===== src/rtl/rf_write_logger.sv =====
// Register-file write observer: timestamps architectural writes into a
// FWFT FIFO and keeps a readable shadow copy of all 32 registers.
module rf_write_logger #(
  parameter int DEPTH   = 16,
  parameter int STAMP_W = 16,
  parameter int CNT_W   = 5
) (
  input  logic               clock,
  input  logic               reset_n,
  input  logic               rf_we,
  input  logic [4:0]         rf_waddr,
  input  logic [31:0]        rf_wdata,
  input  logic               clear,
  output logic               out_valid,
  input  logic               out_ready,
  output logic [4:0]         out_addr,
  output logic [31:0]        out_data,
  output logic [STAMP_W-1:0] out_stamp,
  output logic [CNT_W-1:0]   count,
  output logic               overflow,
  output logic [7:0]         drop_count,
  input  logic [4:0]         sh_raddr,
  output logic [31:0]        sh_rdata
);

  localparam int AW = $clog2(DEPTH);

  logic [AW-1:0]      wptr_q, wptr_d;
  logic [AW-1:0]      rptr_q, rptr_d;
  logic [CNT_W-1:0]   cnt_q, cnt_d;
  logic               ovf_q, ovf_d;
  logic [7:0]         drop_q, drop_d;
  logic [STAMP_W-1:0] stamp_q;

  logic [4:0]         mem_addr  [DEPTH];
  logic [31:0]        mem_data  [DEPTH];
  logic [STAMP_W-1:0] mem_stamp [DEPTH];
  logic [31:0]        sh_q      [32];

  logic cap, full, pop, push, drop;

  assign cap  = rf_we && (rf_waddr != 5'd0);
  assign full = (cnt_q == CNT_W'(DEPTH));
  assign pop  = out_valid && out_ready;
  // A full FIFO still accepts a capture when the head leaves this cycle
  assign push = cap && (!full || pop);
  assign drop = cap && full && !pop;

  always_comb begin
    wptr_d = wptr_q;
    rptr_d = rptr_q;
    cnt_d  = cnt_q;
    ovf_d  = ovf_q;
    drop_d = drop_q;
    if (clear) begin
      wptr_d = '0;
      rptr_d = '0;
      cnt_d  = '0;
      ovf_d  = 1'b0;
      drop_d = '0;
    end else begin
      if (push) wptr_d = wptr_q + AW'(1);
      if (pop)  rptr_d = rptr_q + AW'(1);
      unique case (1'b1)
        push && !pop: cnt_d = cnt_q + CNT_W'(1);
        pop && !push: cnt_d = cnt_q - CNT_W'(1);
        default:      cnt_d = cnt_q;
      endcase
      if (drop) begin
        ovf_d = 1'b1;
        if (drop_q != 8'hFF) drop_d = drop_q + 8'd1;
      end
    end
  end

  always_ff @(posedge clock or negedge reset_n) begin
    if (!reset_n) begin
      wptr_q  <= '0;
      rptr_q  <= '0;
      cnt_q   <= '0;
      ovf_q   <= 1'b0;
      drop_q  <= '0;
      stamp_q <= '0;
    end else begin
      wptr_q  <= wptr_d;
      rptr_q  <= rptr_d;
      cnt_q   <= cnt_d;
      ovf_q   <= ovf_d;
      drop_q  <= drop_d;
      stamp_q <= stamp_q + STAMP_W'(1);
    end
  end

  // Storage needs no reset: outputs are gated by occupancy
  always_ff @(posedge clock) begin
    if (push && !clear) begin
      mem_addr[wptr_q]  <= rf_waddr;
      mem_data[wptr_q]  <= rf_wdata;
      mem_stamp[wptr_q] <= stamp_q;
    end
  end

  always_ff @(posedge clock or negedge reset_n) begin
    if (!reset_n) begin
      for (int i = 0; i < 32; i++) sh_q[i] <= '0;
    end else if (cap) begin
      sh_q[rf_waddr] <= rf_wdata;
    end
  end

  assign out_valid  = (cnt_q != '0);
  assign out_addr   = out_valid ? mem_addr[rptr_q]  : '0;
  assign out_data   = out_valid ? mem_data[rptr_q]  : '0;
  assign out_stamp  = out_valid ? mem_stamp[rptr_q] : '0;
  assign count      = cnt_q;
  assign overflow   = ovf_q;
  assign drop_count = drop_q;
  assign sh_rdata   = (sh_raddr == 5'd0) ? 32'd0 : sh_q[sh_raddr];

endmodule


===== config.mk =====
export PLATFORM = sky130hd
export DESIGN_NAME = rf_write_logger
export DESIGN_NICKNAME = d
export VERILOG_FILES = /design/src/rtl/rf_write_logger.sv
export SDC_FILE = /design/constraint.sdc
export NUM_CORES = 2
export LEC_CHECK = 0
export ABC_AREA = 1
export CORE_UTILIZATION = 56
export CTS_BUF_LIST = sky130_fd_sc_hd__clkbuf_16
export CTS_CLUSTER_SIZE = 30
export DETAILED_ROUTE_END_ITERATION = 6
export PLACE_DENSITY_LB_ADDON = 0.2
export SLEW_MARGIN = 40
export SYNTH_ARGS = -nofsm -noshare
export SYNTH_HDL_FRONTEND = slang
export SYNTH_SLANG_ARGS = --single-unit

===== constraint.sdc =====
create_clock -name clock -period 5.5 [get_ports clock]
set_clock_uncertainty 0.1 [all_clocks]
set_input_delay 0.55 -clock clock [delete_from_list [all_inputs] [get_ports clock]]
set_output_delay 0.55 -clock clock [all_outputs]
set_load 0.01 [all_outputs]

# Word level (Yosys, flattened, before mapping)
# Memories as Yosys holds them, arrays and structs flattened.
# Cells that the tools add are included.
# W data, S select, Z words.
totals:
  wordCells: 100
  memories: 3
  input_bits: 47
  output_inout_bits: 100
  ram_bits: 848
  regBits: 1062
memory_table:
  columns: ["memory", "depth", "word_bits", "read_ports", "rd_ports_with_merged_regs", "write_ports", "line_no", "text"]
  rows:
  - ["mem_data", 16, 32, 1, 0, 1, "36", "logic [31:0] mem_data [DEPTH];"]
  - ["mem_stamp", 16, 16, 1, 0, 1, "37", "logic [STAMP_W-1:0] mem_stamp [DEPTH];"]
  - ["mem_addr", 16, 5, 1, 0, 1, "35", "logic [4:0] mem_addr [DEPTH];"]
classes:
  mux: 23
  n_addsub: 6
  reduce_logical: 23
  order_cmp: 3
  bitwise_logic: 2
  eq_ne: 2
ops:
  columns: ["cell", "count"]
  rows:
  - ["$bwmux W1024", 1]
  - ["$bmux W32 S5", 1]
  - ["$demux W32 S5", 1]
  - ["$mux W32", 5]
  - ["$mux W8", 3]
  - ["$add A16 B1 Y16 const B", 1]
  - ["$mux W16", 1]
  - ["$mux W4", 4]
  - ["$ge A6 B6 Y1 const B", 2]
  - ["$not A5 Y6", 2]
  - ["$mux W5", 2]
  - ["$pmux W5 S2", 1]
  - ["$reduce_bool A5 Y1", 2]
  - ["$logic_and A1 B1 Y1", 9]
  - ["$add A4 B1 Y4 const B", 2]
  - ["$add A8 B1 Y8 const B", 1]
  - ["$ne A8 B8 Y1 const B", 1]
  - ["$reduce_bool A2 Y1", 4]
  - ["$lt A6 B1 Y1 const B", 1]
  - ["$add A5 B1 Y5 const B", 1]
  - ["$eq A5 B5 Y1 const B", 1]
  - ["$logic_not A5 Y1", 1]
  - ["$sub A5 B1 Y5 const B", 1]
  - ["$logic_not A1 Y1", 4]
  - ["4 further kinds", 7]

# Logic depth before layout (Yosys ltp)
logic_depth:
  word_depth: 8
  depth_mapped: 16
  ltp_nobuf: 16

# Worst setup path before layout
# Ideal clock, no wire load.
synth_timing:
  kind: "input to register"
  from: "input port rf_waddr[2]"
  to: "memory mem_addr[1][0], enable pin"
  setup_time_ns: 0.529
  path_buffers: 0
  cell_stages: 8
  setup_slack_ns: -0.079
  required_ns: 4.871
  arrival_time_ns: 4.949
  cell_sequence: "inv_2 nand3_1 nand2_1 nor2_1 inv_1 nor2_1 inv_1 nor3_1"
synth_between:
  elab_chain_cells: 6
synth_rtl:
  columns: ["item", "line_no", "text"]
  rows:
  - ["from (decl)", "11", "input logic [4:0] rf_waddr,"]
  - ["$reduce_bool A5 Y1", "42", "assign cap = rf_we && (rf_waddr != 5'd0);"]
  - ["$logic_and A1 B1 Y1", "42", null]
  - ["$logic_and A1 B1 Y1", "46", "assign push = cap && (!full || pop);"]
  - ["$logic_and A1 B1 Y1", "96", "if (push && !clear) begin"]
  - ["$mux W1", "96", null]
  - ["$mux W1 (not written as such)", "97", "mem_addr[wptr_q] <= rf_waddr;"]
  - ["to (decl)", "35", null]
# No other way between the ends.

# Worst setup path after layout
layout_timing:
  from: "register rptr_q[0]"
  to: "output port out_stamp[15]"
layout_between:
  elab_chain_cells: 2
layout_rtl:
  columns: ["item", "line_no", "text"]
  rows:
  - ["from (decl)", "29", "logic [AW-1:0] rptr_q, rptr_d;"]
  - ["from (signal assigned)", "86", "rptr_q <= rptr_d;"]
  - ["$mem_v2 Z16 W16", null, null]
  - ["$mux W16", "114", "assign out_stamp = out_valid ? mem_stamp[rptr_q] : '0;"]
  - ["to (decl)", "18", "output logic [STAMP_W-1:0] out_stamp,"]
# No other way between the ends.

==> reports/results.txt <==
Worst Setup Start Kind -> flip-flop
Vias in the first global route -> 57560
Main flop type after synthesis -> dfrtp_1
Yosys cell types -> 32
Clk sinks -> 1910
GRT overflow -> 0
Iter 0 DRT Violations -> 7534
Hold Vio Cnt, Final -> 0
Synth top area cells -> dfrtp_1 (33%), edfxtp_1 (32%), o21ai_0 (11%)
Rel. slew slack -> 0.3401
Int Pwr -> 25900 uW
Worst Setup Slack, final -> 0.5733 ns
Worst endpoint data arrival time -> 4.28 ns
Mapped Avg Cell Area -> 10.21 sq um
First-pass GRT wire length -> 349300 microns
Register area share after synthesis -> 0.6537
Leak pwr -> 0.03467 uW
Share of cells above drive strength 1 -> 0.06464
Clock slew at reported path FFs -> 0.06 ns
Post-synth EDFFs -> 848
TritonCTS buffer count -> 191
Post-CTS sizing -> 0
Post-synth ARST share -> 0.5560
Pre-CTS setup slack -> 1.031 ns
Placed insts -> 9234
Register-to-Register Setup Slack -> 2.37 ns
# DRC -> 0
Die H -> 379.0 microns
CTS Hold Buffers Added -> 1
Synth top area share -> 0.3338
PortBufs -> 146
CTS tree -> yes
Pins Over Slew Limit -> 0
# fillers -> 11180
CP Class -> reg2out
Initial Util -> 0.5677
Vias/cell -> 6.268
Die Area -> 143700 sq um
Worst IR drop on VDD -> 0.0003277 V
Hold Path Class -> in2async
Die span in x -> 379.0 microns
Critical path data required time -> 4.85 ns
Net Count, Synth -> 7856
I/O pins -> 147
Sw Pwr -> 10910 uW
Initial antenna violation count -> 9
Clk root buf -> clkbuf_16
Clock latency on the worst-skew pair -> 0.83 ns
Setup violation total in the final timing report -> 0
Final period util -> 0.8958
Routed Antenna Nets -> 0
Std cell rows -> 137
Max Clock Freq -> 0.2030 GHz
Placed Area -> 82680 sq um
Placed wire-length estimate -> 116800 microns
Yosys warns -> 0
Total core area -> 140200 sq um
H-tree Lvls -> 4
Sw Share -> 0.2964
Clock tree buffer depth -> 3
FF-to-FF End -> mem_data[0][15]$_DFFE_PP_
PwrDens -> 414.5 nW/um^2
Post-layout util -> 0.6334
Max-cap violations -> 0
Synth Cell Area -> 79610 sq um
Largest net degree at the start of global routing -> 162
Area leader, netlist -> dfrtp_1
Final Instance Area -> 88810 sq um
Final TNS setup -> 0 ns
Final net count -> 7612
Postcts setup bufs -> 0
Comb pwr share -> 0.187
Final Non-Filler Cells -> 9600
Worst reg2reg path depth -> 9
CP Capture Type -> primary output
Clock power frac -> 0.341
Area added between synthesis and finish -> 11.56%
RSZ-0062 raised after global routing -> no
Status -> finished, final reports clean
All-Layer GR Usage -> 0.3193
Vias -> 60170
Synth Register Bits -> 1910
CP Max Fanout -> 80
Syn Inst Count -> 7800
Sequential share of power -> 0.472
Worst r2r src -> count[2]$_DFFE_PN0P_
Worst Max-Slew Pin Slew -> 0.9898 ns
Tmin final -> 4.927 ns
GPL Wtd Cong -> 0.8128
WL per Instance -> 23.73 microns
DR pass1 iterations -> 6
Total length of routed wires -> 227800 microns
## routing by layer
metal  global-route usage  vias to the layer above  part of all wire
li1                     -                    26950                 -
met1               0.4395                    29870              0.41
met2               0.5167                     2832              0.47
met3              0.04522                      519             0.082
met4               0.1221                        8             0.035
met5                    0                        -           0.00022
## cell usage after synthesis, types with 12 or more instances
cell type and instances:
clkbuf_1 592, xor2_1 12, inv_1 102, nor2_1 1282
a21oi_1 332, o21ai_0 1751, o221ai_1 334, nand2_1 910
nand3_1 200, buf_1 23, nand2_2 15, nor3_1 24
dfrtp_1 1062, o22ai_1 112, buf_2 101, edfxtp_1 848
o211ai_1 62
## power by group through the flow
stage | Sequential [uW] | Combinational, uW | Clock (uW)
detailed placement | 17600 | 6840 | 0
global placement | 17500 | 6650 | 0
global route | 17500 | 7670 | 13200
finish | 17400 | 6890 | 12500
floorplan | 17400 | 4290 | 0
CTS | 17300 | 6880 | 12600
## worst max-delay path, cell delays in order (launching register included)
cell and delay, ns:
dfrtp_4 0.74, buf_4 0.70, o21ai_0 0.21, o221ai_1 0.27
nand3_1 0.11, a21oi_1 0.68, clkdlybuf4s50_1 0.68
## logic make-up (layout without fill, tap and decap cells)
| group | after synthesis | in the layout | share of synthesized area |
|---|---|---|---|
| adder cells (fa/ha/maj) | 9 | 9 | 0.001415 |
| other | 0 | 4 | 0 |
| buffers and inverters | 826 | 746 | 0.04058 |
| AND/OR/NAND/NOR | 2441 | 2441 | 0.1196 |
| AO/OA/AOI/OAI | 2598 | 2598 | 0.1829 |
| flip-flops | 1910 | 1910 | 0.6537 |
| XOR/XNOR | 16 | 16 | 0.001760 |
## flip-flops by register name, indices dropped and copies added (netlist names)
name / cells
count: 5
drop_count: 8
mem_addr: 80
mem_data: 512
mem_stamp: 256
overflow: 1
rptr_q: 4
sh_q: 1024
stamp_q: 16
wptr_q: 4
## cell usage in the layout, fill, tap and decap left out, types with 3 or more instances in the layout
cell             instances
dfrtp_4                  3
inv_16                   5
nand2_1                900
inv_2                   32
nor3_2                  15
buf_12                  51
buf_2                   11
nand3_1                199
a21oi_1                332
inv_6                    5
nor3_1                   8
bufinv_16               12
clkbuf_16              194
buf_6                    7
xor2_1                  12
clkinv_1                48
edfxtp_1               848
buf_16                   3
nand2_8                 17
o211ai_1                62
nand2_2                  7
o21ai_1                  3
dfrtp_1               1058
o22ai_1                112
nor2_4                  10
nor2_1                1278
ha_1                     9
clkinv_8                 6
buf_8                    3
o221ai_1               334
diode_2                  4
clkinv_2                33
o21ai_0               1751
buf_4                   71
inv_1                  124
clkdlybuf4s50_1        131
xnor2_1                  4
## cell type report
class                      count  area [sq um]  share of cell area
inverter                     109         451.7            0.005086
multi-input combinational   5064         24750              0.2787
tap                         1876          2347             0.02643
clock buffer                 193          4830             0.05438
timing repair buffer         280          3176             0.03576
sequential                  1910         52050              0.5861
antenna                        4         10.01           0.0001127
clock inverter               164          1191             0.01341
## worst max path at each step
stage	from	end	slack, ns	cells after the start
finish	rptr_q[0]$_DFFE_PN0P_	out_stamp[15]	0.57	6
global route	rptr_q[0]$_DFFE_PN0P_	out_stamp[15]	0.43	6
CTS	rptr_q[0]$_DFFE_PN0P_	out_stamp[15]	0.52	6
detailed placement	rf_waddr[2]	mem_data[0][7]$_DFFE_PP_	1.03	10
global placement	rf_waddr[2]	mem_data[0][14]$_DFFE_PP_	1.19	10
floorplan	rf_waddr[2]	mem_addr[1][0]$_DFFE_PP_	-0.08	8
## metrics by stage
stage          total power [uW]  hold WS, ns
2_1_floorplan             21650       0.1544
3_3_place_gp              24200       0.2655
4_1_cts                   36870      0.05917
3_5_place_dp              24440       0.2662
6_report                  36810      0.04679
5_1_grt                   38410      0.05820
Power figures use the tool's default switching activity.
